==> src/rtl/lcd_pkg.sv <==
`default_nettype none
// +----------------------------------------------------------------------+
// | lcd_pkg                                                              |
// | HD44780 command bytes, controller states and hex-to-ASCII helper.    |
// | Rev 1.0 - initial release                                            |
// +----------------------------------------------------------------------+
package lcd_pkg;

    localparam logic [7:0] CMD_FUNCSET = 8'h38;
    localparam logic [7:0] CMD_DISPON  = 8'h0C;
    localparam logic [7:0] CMD_ENTRY   = 8'h06;
    localparam logic [7:0] CMD_CLEAR   = 8'h01;
    localparam logic [7:0] CMD_LINE1   = 8'h80;
    localparam logic [7:0] CMD_LINE2   = 8'hC0;

    typedef enum logic [2:0] {
        ST_POWERUP    = 3'd0,
        ST_INIT       = 3'd1,
        ST_CLEAR_WAIT = 3'd2,
        ST_L1_ADDR    = 3'd3,
        ST_L1_CHAR    = 3'd4,
        ST_L2_ADDR    = 3'd5,
        ST_L2_CHAR    = 3'd6
    } lcd_state_t;

    typedef enum logic [1:0] {
        PH_IDLE  = 2'd0,
        PH_SETUP = 2'd1,
        PH_PULSE = 2'd2,
        PH_HOLD  = 2'd3
    } wr_phase_t;

    function automatic logic [7:0] hex_to_ascii(input logic [3:0] nib);
        if (nib < 4'd10) return 8'h30 + {4'h0, nib};
        else             return 8'h37 + {4'h0, nib};
    endfunction

    function automatic logic [7:0] init_cmd(input logic [1:0] idx);
        case (idx)
            2'd0:    return CMD_FUNCSET;
            2'd1:    return CMD_DISPON;
            2'd2:    return CMD_ENTRY;
            default: return CMD_CLEAR;
        endcase
    endfunction

endpackage
`default_nettype wire

==> src/rtl/lcd_byte_writer.sv <==
`default_nettype none
// +----------------------------------------------------------------------+
// | lcd_byte_writer                                                      |
// | One SETUP/PULSE/HOLD E-strobe per byte; RS/D held until next start.  |
// | Rev 1.0 - initial release                                            |
// +----------------------------------------------------------------------+
module lcd_byte_writer
    import lcd_pkg::*;
#(
    parameter int STEP_CYCLES = 25
) (
    input  logic       clk,
    input  logic       rst,
    input  logic       i_start,
    input  logic       i_rs,
    input  logic [7:0] i_byte,
    output logic       o_done,
    output logic       o_lcd_e,
    output logic       o_lcd_rs,
    output logic [7:0] o_lcd_d
);

    localparam int              c_step_w    = (STEP_CYCLES > 1) ? $clog2(STEP_CYCLES) : 1;
    localparam logic [c_step_w-1:0] c_step_last = c_step_w'(STEP_CYCLES - 1);

    wr_phase_t           r_phase, w_phase_nxt;
    logic [c_step_w-1:0] r_step,  w_step_nxt;
    logic                r_e,     w_e_nxt;
    logic                r_rs;
    logic [7:0]          r_d;
    logic                w_step_end;

    assign w_step_end = (r_step == c_step_last);
    assign o_done     = (r_phase == PH_HOLD) && w_step_end;
    assign o_lcd_e    = r_e;
    assign o_lcd_rs   = r_rs;
    assign o_lcd_d    = r_d;

    // A start in the final HOLD cycle restarts SETUP directly, so writes chain with no gap.
    always_comb begin
        w_phase_nxt = r_phase;
        w_step_nxt  = r_step;
        w_e_nxt     = r_e;
        if (i_start) begin
            w_phase_nxt = PH_SETUP;
            w_step_nxt  = '0;
            w_e_nxt     = 1'b0;
        end else if (r_phase != PH_IDLE) begin
            if (w_step_end) begin
                w_step_nxt = '0;
                case (r_phase)
                    PH_SETUP: begin w_phase_nxt = PH_PULSE; w_e_nxt = 1'b1; end
                    PH_PULSE: begin w_phase_nxt = PH_HOLD;  w_e_nxt = 1'b0; end
                    default:  begin w_phase_nxt = PH_IDLE;  w_e_nxt = 1'b0; end
                endcase
            end else begin
                w_step_nxt = r_step + 1'b1;
            end
        end
    end

    always_ff @(posedge clk) begin
        if (rst) begin
            r_phase <= PH_IDLE;
            r_step  <= '0;
            r_e     <= 1'b0;
            r_rs    <= 1'b0;
            r_d     <= 8'h00;
        end else begin
            r_phase <= w_phase_nxt;
            r_step  <= w_step_nxt;
            r_e     <= w_e_nxt;
            if (i_start) begin
                r_rs <= i_rs;
                r_d  <= i_byte;
            end
        end
    end

endmodule
`default_nettype wire

==> src/rtl/lcd_hex_display.sv <==
`default_nettype none
// +----------------------------------------------------------------------+
// | lcd_hex_display                                                      |
// | Shows lcd_a / lcd_b as 16 hex digits on a 16x2 HD44780 LCD.          |
// | Rev 1.0 - initial release                                            |
// +----------------------------------------------------------------------+
module lcd_hex_display
    import lcd_pkg::*;
#(
    parameter int NBITS_LCD   = 64,
    parameter int STEP_CYCLES = 25,
    parameter int INIT_WAIT   = 750000,
    parameter int CLEAR_WAIT  = 80000
) (
    input  logic                 clk_2,
    input  logic                 reset,
    input  logic [NBITS_LCD-1:0] lcd_a,
    input  logic [NBITS_LCD-1:0] lcd_b,
    output logic                 LCD_E,
    output logic                 LCD_RS,
    output logic                 LCD_RW,
    output logic [7:0]           LCD_D,
    output logic                 init_done,
    output logic                 frame_done
);

    localparam int c_wait_max = (INIT_WAIT > CLEAR_WAIT) ? INIT_WAIT : CLEAR_WAIT;
    localparam int c_cnt_w    = $clog2(c_wait_max + 1);
    localparam logic [c_cnt_w-1:0] c_init_last  = c_cnt_w'(INIT_WAIT - 1);
    localparam logic [c_cnt_w-1:0] c_clear_last = c_cnt_w'(CLEAR_WAIT - 1);

    lcd_state_t           r_state, w_state_nxt;
    logic [c_cnt_w-1:0]   r_cnt,   w_cnt_nxt;
    logic [3:0]           r_idx,   w_idx_nxt;
    logic [NBITS_LCD-1:0] r_snap_a, r_snap_b;
    logic                 r_snap_now, r_init_done, r_frame_done;
    logic                 w_start, w_rs, w_wr_done, w_enter_l1;
    logic [7:0]           w_byte, w_char;
    logic [3:0]           w_char_idx;
    logic [NBITS_LCD-1:0] w_word;
    logic [3:0]           w_nibs [16];

    // The address-command states fetch character 0; char states fetch the following one.
    assign w_char_idx = (r_state == ST_L1_ADDR || r_state == ST_L2_ADDR) ? 4'd0 : r_idx + 4'd1;
    assign w_word     = (r_state == ST_L1_ADDR || r_state == ST_L1_CHAR) ? r_snap_a : r_snap_b;

    genvar g;
    generate
        for (g = 0; g < 16; g++) begin : g_nib
            assign w_nibs[g] = w_word[NBITS_LCD-1-4*g -: 4];
        end
    endgenerate

    assign w_char     = hex_to_ascii(w_nibs[w_char_idx]);
    assign w_enter_l1 = (w_state_nxt == ST_L1_ADDR) && (r_state != ST_L1_ADDR);

    always_comb begin
        w_state_nxt = r_state;
        w_cnt_nxt   = r_cnt;
        w_idx_nxt   = r_idx;
        w_start     = 1'b0;
        w_rs        = 1'b0;
        w_byte      = 8'h00;
        case (r_state)
            ST_POWERUP: begin
                if (r_cnt == c_init_last) begin
                    w_start     = 1'b1;
                    w_byte      = CMD_FUNCSET;
                    w_idx_nxt   = 4'd0;
                    w_state_nxt = ST_INIT;
                end else begin
                    w_cnt_nxt = r_cnt + 1'b1;
                end
            end
            ST_INIT: begin
                if (w_wr_done) begin
                    if (r_idx == 4'd3) begin
                        w_cnt_nxt   = '0;
                        w_state_nxt = ST_CLEAR_WAIT;
                    end else begin
                        w_start   = 1'b1;
                        w_byte    = init_cmd(r_idx[1:0] + 2'd1);
                        w_idx_nxt = r_idx + 4'd1;
                    end
                end
            end
            ST_CLEAR_WAIT: begin
                if (r_cnt == c_clear_last) begin
                    w_start     = 1'b1;
                    w_byte      = CMD_LINE1;
                    w_state_nxt = ST_L1_ADDR;
                end else begin
                    w_cnt_nxt = r_cnt + 1'b1;
                end
            end
            ST_L1_ADDR, ST_L2_ADDR: begin
                if (w_wr_done) begin
                    w_start     = 1'b1;
                    w_rs        = 1'b1;
                    w_byte      = w_char;
                    w_idx_nxt   = 4'd0;
                    w_state_nxt = (r_state == ST_L1_ADDR) ? ST_L1_CHAR : ST_L2_CHAR;
                end
            end
            ST_L1_CHAR, ST_L2_CHAR: begin
                if (w_wr_done) begin
                    w_start = 1'b1;
                    if (r_idx == 4'd15) begin
                        w_byte      = (r_state == ST_L1_CHAR) ? CMD_LINE2 : CMD_LINE1;
                        w_state_nxt = (r_state == ST_L1_CHAR) ? ST_L2_ADDR : ST_L1_ADDR;
                    end else begin
                        w_rs      = 1'b1;
                        w_byte    = w_char;
                        w_idx_nxt = r_idx + 4'd1;
                    end
                end
            end
            default: w_state_nxt = ST_POWERUP;
        endcase
    end

    // Snapshot is taken at the end of the first cycle of the line-1 address write.
    always_ff @(posedge clk_2) begin
        if (reset) begin
            r_state      <= ST_POWERUP;
            r_cnt        <= '0;
            r_idx        <= 4'd0;
            r_snap_a     <= '0;
            r_snap_b     <= '0;
            r_snap_now   <= 1'b0;
            r_init_done  <= 1'b0;
            r_frame_done <= 1'b0;
        end else begin
            r_state      <= w_state_nxt;
            r_cnt        <= w_cnt_nxt;
            r_idx        <= w_idx_nxt;
            r_snap_now   <= w_enter_l1;
            r_frame_done <= w_enter_l1 && (r_state == ST_L2_CHAR);
            if (w_enter_l1) r_init_done <= 1'b1;
            if (r_snap_now) begin
                r_snap_a <= lcd_a;
                r_snap_b <= lcd_b;
            end
        end
    end

    lcd_byte_writer #(
        .STEP_CYCLES (STEP_CYCLES)
    ) u_writer (
        .clk      (clk_2),
        .rst      (reset),
        .i_start  (w_start),
        .i_rs     (w_rs),
        .i_byte   (w_byte),
        .o_done   (w_wr_done),
        .o_lcd_e  (LCD_E),
        .o_lcd_rs (LCD_RS),
        .o_lcd_d  (LCD_D)
    );

    assign LCD_RW     = 1'b0;
    assign init_done  = r_init_done;
    assign frame_done = r_frame_done;

endmodule
`default_nettype wire
==> config.mk <==
export PLATFORM = sky130hd
export DESIGN_NAME = lcd_hex_display
export DESIGN_NICKNAME = d
export VERILOG_FILES = /design/src/rtl/lcd_pkg.sv /design/src/rtl/lcd_byte_writer.sv /design/src/rtl/lcd_hex_display.sv
export SDC_FILE = /design/constraint.sdc
export NUM_CORES = 1
export LEC_CHECK = 0
export ABC_AREA = 1
export ABC_CLOCK_PERIOD_IN_PS = 3100
export CAP_MARGIN = 20
export CORE_MARGIN = 4
export CORE_UTILIZATION = 40
export DETAILED_ROUTE_END_ITERATION = 10
export DONT_BUFFER_PORTS = 1
export GPL_ROUTABILITY_DRIVEN = 0
export HOLD_SLACK_MARGIN = 0.05
export PLACE_DENSITY = 0.61
export SLEW_MARGIN = 30
export SYNTH_ARGS = -nofsm -noshare
export SYNTH_HDL_FRONTEND = slang
export SYNTH_HIERARCHICAL = 1
export SYNTH_SLANG_ARGS = --single-unit
export TNS_END_PERCENT = 100
==> constraint.sdc <==
create_clock -name clk_2 -period 3.1 [get_ports clk_2]
set_clock_uncertainty 0.15 [all_clocks]
set_input_delay 0.62 -clock clk_2 [delete_from_list [all_inputs] [get_ports clk_2]]
set_output_delay 0.62 -clock clk_2 [all_outputs]
set_load 0.05 [all_outputs]
==> results of run 1 <==
-- area by class of cell --
cell class	instances	area (um2)	area share, %
clock buffers	19	443	4.68
multi-input cells	847	4180	44.2
well taps	275	344	3.63
clock inverters	13	144	1.52
inverters	147	561	5.92
flip-flops and latches	175	3510	37.0
repair buffers	30	293	3.09
-- critical path, stage by stage (launching register included) --
cell      delay (ns)
dfxtp_1         0.46
inv_2           0.10
nand3_4         0.16
nand2_2         0.19
buf_12          0.21
nand2_1         0.07
o211ai_1        0.10
nand3_1         0.15
nand3_1         0.09
nand2_1         0.08
nand2_1         0.04
nand2_1         0.13
inv_2           0.05
ha_1            0.20
nand2_1         0.08
nand3_2         0.08
inv_1           0.08
nand3_1         0.07
nand2_1         0.07
nand2_1         0.05
a21oi_1         0.13
-- routing by layer --
| layer | GRT usage, % | vias up | wire, um |
|---|---|---|---|
| met5 | 0 | - | 0 |
| met4 | 4.88 | 0 | 344 |
| met3 | 4.31 | 24 | 992 |
| met2 | 32.6 | 153 | 11400 |
| met1 | 26.3 | 3603 | 11200 |
| li1 | - | 4027 | - |
-- power groups by stage --
stage               clock network [W]  logic [W]  registers (W)
floorplan                           0  0.0000619        0.00230
global placement                    0  0.0000804        0.00230
detailed placement                  0  0.0000809        0.00230
CTS                           0.00220  0.0000813        0.00225
global route                  0.00228  0.0000927        0.00225
finish                        0.00216  0.0000794        0.00225
-- cell usage in the layout, fill, tap and decap left out, types with 3 or more instances in the layout --
cell,Yosys,routed
nand2_2,8,8
dfxtp_1,175,173
ha_1,12,12
inv_8,0,5
inv_1,135,134
nand3_1,119,119
inv_6,0,4
nor2_4,4,4
nand3_2,5,5
buf_12,0,4
nor2_1,146,146
o211ai_1,13,13
nand3b_1,17,17
clkinv_4,0,3
xor2_1,9,9
nand4_1,13,13
a21oi_1,115,115
clkbuf_16,0,18
nor3_1,25,25
nand2_1,182,182
buf_4,8,25
o21ai_0,144,144
o21bai_1,3,3
o21ai_1,8,8
inv_2,11,10
-- metrics by stage --
stage | hold WS (ns) | worst slack (ns) | util [%] | total power (W)
after floorplan | 0.279 | 0.445 | - | 0.00237
after global placement | 0.289 | 0.306 | 41.9 | 0.00238
after detailed placement | 0.295 | 0.222 | 41.9 | 0.00239
after CTS | 0.0855 | 0.194 | 44.7 | 0.00453
after global routing | 0.0782 | 0.0129 | 44.9 | 0.00463
final | 0.0985 | 0.256 | 44.9 | 0.00449
-- registers in the layout, summed over array words and instances (netlist names), 2 cells and up --
name	count
r_state	3
u_writer/r_step	5
u_writer/r_phase	2
u_writer/o_lcd_d	8
r_snap_b	64
r_snap_a	64
r_idx	4
r_cnt	20
-- cell families (layout without fill, tap and decap cells) --
| logic type | Yosys count | in the layout | share of synthesized area, % |
|---|---|---|---|
| XOR/XNOR | 10 | 10 | 1.02 |
| AND/OR/NAND/NOR | 532 | 532 | 28.1 |
| buffers and inverters | 220 | 209 | 10.5 |
| flip-flops | 175 | 175 | 40.8 |
| AO/OA/AOI/OAI | 292 | 292 | 17.8 |
| adder cells (fa/ha/maj) | 12 | 12 | 1.75 |
| other | 1 | 1 | 0.0437 |
-- worst paths after layout --
path | depth (start not counted) | endpoint | from | slack, ns
max | 20 | u_writer/o_lcd_d[6] | r_state[2] | 0.26
min | 1 | u_writer/r_phase[0] | reset | 0.1
max reg2reg | 20 | u_writer/o_lcd_d[6] | r_state[2] | 0.26
min reg2reg | 2 | r_snap_b[19] | r_snap_b[19] | 0.30
-- what timing repair did --
action / in CTS / in global routing
endpoints found under the setup margin: 0 / 1
setup buffers: 0 / 2
resized for setup: 0 / 4
==> results.yml, run 1 <==
die:
  die_w_um: 155
  ios: 143
  core-area_um2: 21100
  die-area_um2: 23900
  rows: 53
  initial_core_util_pct: 40.7
  die_y_um: 155
pwr:
  p_sw_w: 0.00105
  power_frac_clock_pct: 48.1
  pwr-share-comb_pct: 1.8
  ir_worst_vdd_uv: 306
  seqPwrFrac_pct: 50.1
  p_int_w: 0.00344
  switching_share_pct: 23.4
  p_leak_nw: 3.79
  powerDensity_nw_per_um2: 474
global_route:
  grt_max_degree: 113
  track_usage_pct: 19.7
  grt_overflow: 0
  grt_pass1_wl_um: 38200
  grt_antenna_before_repair: 0
  grt_pass1_vias: 7502
final_layout:
  drive_above_1_share_pct: 8.12
  final_area_um2: 9470
  finalNonFillerCells: 1506
  fill_cells: 2215
  syn_to_final_growth_pct: 10.3
  num_antenna_cells: 0
  fin_nets: 1360
timing:
  final_hold_viol_count: 0
  setup_tns_ns: 0
  drv_slew: 0
  fin_crit_sh_pct: 91.7
  setup_viol: 0
  period_needed_ns: 2.84
  grt_setup_unrepaired: "no"
  timing.fmax_mhz: 352
  slew_headroom_pct: 52.5
  worstMarginPinSlew_ns: 0.712
logic_synthesis:
  synth_edf_count: 0
  syn_area_per_cell_um2: 6.92
  async_flop_share_pct: 0
  synth_cell_types: 42
  synth_nets: 1384
  netlist_top_cells_area: "dfxtp_1, o21ai_0, nand2_1"
  synth_top_area_share_pct: 40.8
  synth_most_common_cell: "nand2_1"
  synth_commonest_cells: "nand2_1, dfxtp_1, nor2_1"
  yosysTopAreaCell: "dfxtp_1"
  yosysWarnings: 6
  netlist_area_um2: 8590
  synthCells: 1242
  ys_ff_latch: 175
  synthFlopType: "dfxtp_1"
  ys_seq_area_share_pct: 40.8
route:
  drtIter0Drc: 494
  first_pass_iters: 5
  via_per_inst: 5.18
  ant_nets: 0
  wire_per_inst_um: 15.9
  route.detailed.drc: 0
  num_vias: 7807
  wl_um: 24000
placement:
  place_area_um2: 8840
  dp_hpwl_um: 17300
  dpl.cell_count: 1471
  portBuffers: 0
hold_path:
  hold_class: "input port to register"
clocking:
  h-tree-depth: 4
  cts_tree: "done"
  clk_pin_slew_ns: 0.07
  cts_hold_buf: 0
  insertion_delay_ns: 0.43
  cts_made_buffers: 17
  clock_sinks: 175
  clock-root-buffer: "clkbuf_16"
  clockBufferDepth: 2
worst_setup_path:
  end_kind: "register"
  required_ns: 3.31
  crit_type: "register to register"
  worstSetupStartpointType: "register"
  worstPathArrival_ns: 3.05
  worst-path-max-fanout: 27
outcome:
  status: "finished clean"
flow_run:
  cap_violations: 0
Note: power is estimated with default switching activity, not from simulation.
==> run 2: changes to the inputs <==
--- a/config.mk
+++ b/config.mk
@@ -7,7 +7,7 @@
 export LEC_CHECK = 0
 export ABC_AREA = 1
 export ABC_CLOCK_PERIOD_IN_PS = 3100
-export CAP_MARGIN = 20
+export CAP_MARGIN = 10
 export CORE_MARGIN = 4
 export CORE_UTILIZATION = 40
 export DETAILED_ROUTE_END_ITERATION = 10
@@ -18,6 +18,5 @@
 export SLEW_MARGIN = 30
 export SYNTH_ARGS = -nofsm -noshare
 export SYNTH_HDL_FRONTEND = slang
-export SYNTH_HIERARCHICAL = 1
 export SYNTH_SLANG_ARGS = --single-unit
 export TNS_END_PERCENT = 100
==> results.yml, run 2 <==
logic_synthesis:
  netlist_area_um2: 8690
  synth_edf_count: 0
  netlist_top_cells_area: "dfxtp_1, nand2_1, o21ai_0"
  syn_area_per_cell_um2: 6.86
  yosysWarnings: 0
  synth_nets: 1408
  ys_seq_area_share_pct: 40.3
  synth_commonest_cells: "nand2_1, dfxtp_1, o21ai_0"
  synthCells: 1266
  synth_cell_types: 38
  synth_most_common_cell: "nand2_1"
  synthFlopType: "dfxtp_1"
  ys_ff_latch: 175
  async_flop_share_pct: 0
  synth_top_area_share_pct: 40.3
  yosysTopAreaCell: "dfxtp_1"
worst_setup_path:
  cp_top_family: "compound AO/OA/AOI/OAI gates"
  crit_type: "register to register"
  worstPathArrival_ns: 2.87
  worst-path-max-fanout: 8
  ff2ff_setup_slack_ns: 0.37
  crit_path_start: "u_writer.r_step[0]"
  crit_buf_inv: 2
  crit_chain: "inv_1 > ha_1 > nand2_1 > nor3_1 > nand2_1 > a221oi_1 > nand2_1 > buf_4 > o21ai_0 > nor3_1"
  required_ns: 3.24
  r2r_cells: 10
  worstSetupStartpointType: "register"
  reg2reg_from: "u_writer.r_step[0]"
  end_kind: "register"
  cpMaxStageDelayCell: "o21ai_0"
  r2r_end: "r_cnt[6]"
  crit_top_cell: "nand2_1"
  slowest_delay_ns: 0.56
timing:
  timing.fmax_mhz: 367
  drv_slew: 0
  fin_ws_ns: 0.375
  final_hold_viol_count: 0
  slew_headroom_pct: 52.3
  fin_crit_sh_pct: 87.9
  setup_viol: 0
  period_needed_ns: 2.73
  worstMarginPinSlew_ns: 0.708
die:
  initial_core_util_pct: 40.9
  rows: 53
  core-area_um2: 21200
  die-area_um2: 24100
  die_w_um: 155
  ios: 143
  die_y_um: 155
route:
  wl_um: 26100
  drtIter0Drc: 745
  via_per_inst: 5.32
  route.detailed.drc: 0
  ant_nets: 0
  first_pass_iters: 5
  wire_per_inst_um: 17.1
  num_vias: 8089
placement:
  dpl_worst_slack_ns: 0.262
  dp_hpwl_um: 18700
  portBuffers: 0
  place_area_um2: 8870
final_layout:
  drive_above_1_share_pct: 7.00
  seqCellArea_um2: 3510
  final_area_um2: 9500
  fill_cells: 2233
  fin_nets: 1372
  multi_input_area_um2: 4300
  syn_to_final_growth_pct: 9.33
  largestRegisters: "r_snap_a: 64 flops, r_snap_b: 64 flops, r_cnt: 20 flops"
  final_common_cell: "nand2_1"
  final_cell_mix: "nand2_1, dfxtp_1, o21ai_0, nor2_1, inv_1"
  post-route-util_pct: 44.8
clocking:
  clock_sinks: 175
  cts_hold_buf: 0
  clockBufferDepth: 2
  clock-root-buffer: "clkbuf_16"
  cts_tree: "done"
  h-tree-depth: 4
  clk_pin_slew_ns: 0.07
  insertion_delay_ns: 0.44
  cts_made_buffers: 17
global_route:
  grt_pass1_wl_um: 40700
  grt_max_degree: 75
  grt_pass1_vias: 7361
  grt_overflow: 0
  grt_antenna_before_repair: 3
  track_usage_pct: 21.2
pwr:
  seqPwrFrac_pct: 49.1
  p_int_w: 0.00347
  switching_share_pct: 24.9
  p_sw_w: 0.00115
  powerDensity_nw_per_um2: 487
  pwr-share-comb_pct: 3.1
  power_frac_clock_pct: 47.8
  p_leak_nw: 3.74
  ir_worst_vdd_uv: 362
hold_path:
  min_to: "r_cnt[5]"
  min_path_cells: 1
  hold_class: "input port to register"
  hp-start: "reset"
outcome:
  status: "finished clean"
flow_run:
  cap_violations: 0
## run 2: worst reg2reg max path, cell delays in order, from the launching register on
cell and delay (ns):
dfxtp_1 0.33, inv_1 0.08, ha_1 0.15, nand2_1 0.05, nor3_1 0.19, nand2_1 0.27, a221oi_1 0.35, nand2_1 0.14
buf_4 0.18, o21ai_0 0.56, nor3_1 0.13
## run 2: worst max path at each step
| stage | endpoint | depth (start not counted) |
|---|---|---|
| floorplan | u_writer.o_lcd_d[2] | 18 |
| global placement | u_writer.o_lcd_d[2] | 18 |
| detailed placement | u_writer.o_lcd_d[2] | 17 |
| CTS | u_writer.o_lcd_d[2] | 17 |
| global route | u_writer.o_lcd_d[2] | 19 |
| finish | r_cnt[6] | 10 |
## run 2: area by class of cell
class                      instances  area share [%]
tap                              275            3.62
timing repair buffer              21            2.09
antenna                            3          0.0790
clock inverter                    14            1.74
multi-input combinational        873            45.3
inverter                         142            5.68
sequential                       175            36.9
clock buffer                      18            4.62
## run 2: kinds of logic after synthesis
family,synth area share [%]
DFF,40.3
AOI/OAI and AO/OA,17.9
adders and majority gates,1.73
xor gates and xnor gates,1.81
buffers and inverters,10.4
other,0.0432
and+or+nand+nor,27.7
## run 2: stage by stage
step / hold WS [ns] / total power [W] / setup TNS, ns / instances
CTS: 0.0776 / 0.00466 / 0 / 1517
finish: 0.0962 / 0.00462 / 0 / 1521
global placement: 0.295 / 0.00246 / 0 / 1485
detailed placement: 0.298 / 0.00246 / 0 / 1485
floorplan: 0.284 / 0.00242 / 0 / 1266
global route: 0.0736 / 0.00478 / -0.00505 / 1521
## run 2: power groups by stage
stage	Combinational [W]	Clock (W)	Sequential, W
after floorplan	0.000108	0	0.00231
after global placement	0.000144	0	0.00232
after detailed placement	0.000143	0	0.00232
after CTS	0.000144	0.00225	0.00227
after global routing	0.000162	0.00235	0.00227
final	0.000145	0.00221	0.00227
## run 2: per-layer routing
layer / wire (um) / track usage (%) / vias to the layer above
met1: 12300 / 30.9 / 3659
met4: 636 / 8.05 / 0
li1: - / - / 4095
met5: 0 / 0 / -
met2: 11100 / 30.6 / 293
met3: 2000 / 4.56 / 42
## run 2: timing repair
item,CTS,global route
buffers inserted,0,0
setup endpoints to repair,0,4
hold endpoints to repair,0,0
gates resized for setup,0,5
==> run 3: changes to the inputs <==
--- a/config.mk
+++ b/config.mk
@@ -8,6 +8,7 @@
 export ABC_AREA = 1
 export ABC_CLOCK_PERIOD_IN_PS = 3100
 export CAP_MARGIN = 10
+export CORE_ASPECT_RATIO = 1.25
 export CORE_MARGIN = 4
 export CORE_UTILIZATION = 40
 export DETAILED_ROUTE_END_ITERATION = 10
==> results.yml, run 3 (synthesized netlist as in run 2, its figures left out) <==
outcome:
  status: "finished clean"
hold_path:
  min_path_cells: 1
  min_to: "u_writer.r_phase[0]"
  hold_class: "input port to register"
  hp-start: "reset"
worst_setup_path:
  crit_type: "register to register"
  cp_top_family: "simple AND/OR/NAND/NOR gates"
  cpMaxStageDelayCell: "dfxtp_1"
  worst-path-max-fanout: 26
  r2r_cells: 18
  worstPathArrival_ns: 3.00
  crit_chain: "nand3_4 > nand2_8 > buf_12 > nor2_1 > nor2_1 > o21ai_0 > nand3_1 > nand3_1 > nand2_1 > nand2_1 > nand2_1 > inv_2 > ha_1 > nand3_1 > nand2_1 > nand2_1 > nand2_1 > a21oi_1"
  end_kind: "register"
  slowest_delay_ns: 0.53
  required_ns: 3.32
  ff2ff_setup_slack_ns: 0.31
  worstSetupStartpointType: "register"
  reg2reg_from: "r_state[1]"
  r2r_end: "u_writer.o_lcd_d[2]"
  crit_top_cell: "nand2_1"
  crit_buf_inv: 2
final_layout:
  seqCellArea_um2: 3500
  num_antenna_cells: 0
  syn_to_final_growth_pct: 9.30
  finalNonFillerCells: 1522
  drive_above_1_share_pct: 6.76
  final_cell_mix: "nand2_1, dfxtp_1, o21ai_0, nor2_1, inv_1"
  multi_input_area_um2: 4290
  final_common_cell: "nand2_1"
  final_area_um2: 9500
  largestRegisters: "r_snap_a: 64 flops, r_snap_b: 64 flops, r_cnt: 20 flops"
  fin_nets: 1372
  fill_cells: 2290
pwr:
  ir_worst_vdd_uv: 363
  powerDensity_nw_per_um2: 476
  p_leak_nw: 3.74
clocking:
  cts_hold_buf: 0
  clock_sinks: 175
  clockBufferDepth: 2
  cts_made_buffers: 17
  postCtsSetupBuffers: 0
  post_cts_resized: 0
  clk_pin_slew_ns: 0.07
  clock-root-buffer: "clkbuf_16"
  cts_tree: "done"
  insertion_delay_ns: 0.43
  h-tree-depth: 4
global_route:
  grt_max_degree: 97
  grt_antenna_before_repair: 0
  grt_pass1_wl_um: 40200
  grt_overflow: 0
  grt_pass1_vias: 7692
  track_usage_pct: 20.6
route:
  drtIter0Drc: 594
  ant_nets: 0
  num_vias: 8065
  via_per_inst: 5.30
  wl_um: 25300
  wire_per_inst_um: 16.6
  route.detailed.drc: 0
  first_pass_iters: 5
placement:
  dp_hpwl_um: 19100
  portBuffers: 0
  place_area_um2: 8920
  dpl.cell_count: 1490
  dpl_worst_slack_ns: 0.231
die:
  die_y_um: 173
  initial_core_util_pct: 40.5
  die_w_um: 140
  core-area_um2: 21500
  rows: 60
  ios: 143
  die-area_um2: 24200
timing:
  timing.fmax_mhz: 359
  drv_slew: 0
  slew_headroom_pct: 56.8
  final_hold_viol_count: 0
  fin_crit_sh_pct: 89.9
  worstMarginPinSlew_ns: 0.648
  setup_tns_ns: 0
  setup_viol: 0
  period_needed_ns: 2.79
  fin_ws_ns: 0.312
  grt_setup_unrepaired: "no"
  timing.hold.ws_ns: 0.0979
flow_run:
  cap_violations: 0
==> run 3: cell types whose count changed in the layout (fill, tap and decap cells not counted), moves of 2 or more <==
cell	before	now
inv_6	8	3
buf_12	3	6
clkinv_4	0	3
diode_2	3	0
inv_8	3	6
dfxtp_1	172	174
dfxtp_2	3	1
==> run 3: worst reg2reg max path: stages (launching register included) <==
cell	delay, ns
dfxtp_1	0.53
nand3_4	0.33
nand2_8	0.29
buf_12	0.18
nor2_1	0.05
nor2_1	0.07
o21ai_0	0.08
nand3_1	0.07
nand3_1	0.08
nand2_1	0.07
nand2_1	0.05
nand2_1	0.14
inv_2	0.05
ha_1	0.22
nand3_1	0.09
nand2_1	0.05
nand2_1	0.06
nand2_1	0.05
a21oi_1	0.12
==> run 3: report_power, final <==
| part | internal, W | leakage, nW | switching [W] |
|---|---|---|---|
| registers | 0.00225 | 1.41 | 0.0000145 |
| clock network | 0.00107 | 0.276 | 0.00103 |
| logic | 0.0000412 | 2.05 | 0.000102 |
==> run 3: metrics by stage <==
stage                     util (%)  power [W]
after detailed placement      41.5    0.00247
after CTS                     44.2    0.00456
after global routing          44.2    0.00466
after floorplan                  -    0.00242
after global placement        41.5    0.00247
final                         44.2    0.00452
==> run 3: layout make-up <==
type	count	area share [%]
sequential	175	36.9
inverter	142	5.68
tap	279	3.68
multi-input combinational	872	45.2
timing repair buffer	22	2.53
clock inverter	14	1.50
clock buffer	18	4.52
==> run 3: per-layer routing <==
metal | vias to the layer above | share of wire [%] | wire length [um] | GRT usage, %
met1 | 3670 | 42 | 10700 | 25.2
met5 | - | 0 | 0 | 0
met4 | 0 | 4.7 | 1200 | 10.4
met2 | 257 | 48 | 12200 | 34.7
li1 | 4082 | - | - | -
met3 | 56 | 4.9 | 1240 | 3.57
==> run 3: worst max-delay path by stage <==
stage / from / cells past startpoint / slack [ns] / end
floorplan: r_idx[0] / 18 / 0.51 / u_writer.o_lcd_d[2]
global placement: r_state[2] / 18 / 0.31 / u_writer.o_lcd_d[2]
detailed placement: r_state[2] / 20 / 0.23 / u_writer.o_lcd_d[2]
CTS: r_state[2] / 20 / 0.21 / u_writer.o_lcd_d[2]
global route: r_state[2] / 17 / 0.04 / u_writer.o_lcd_d[2]
finish: r_state[1] / 18 / 0.31 / u_writer.o_lcd_d[2]
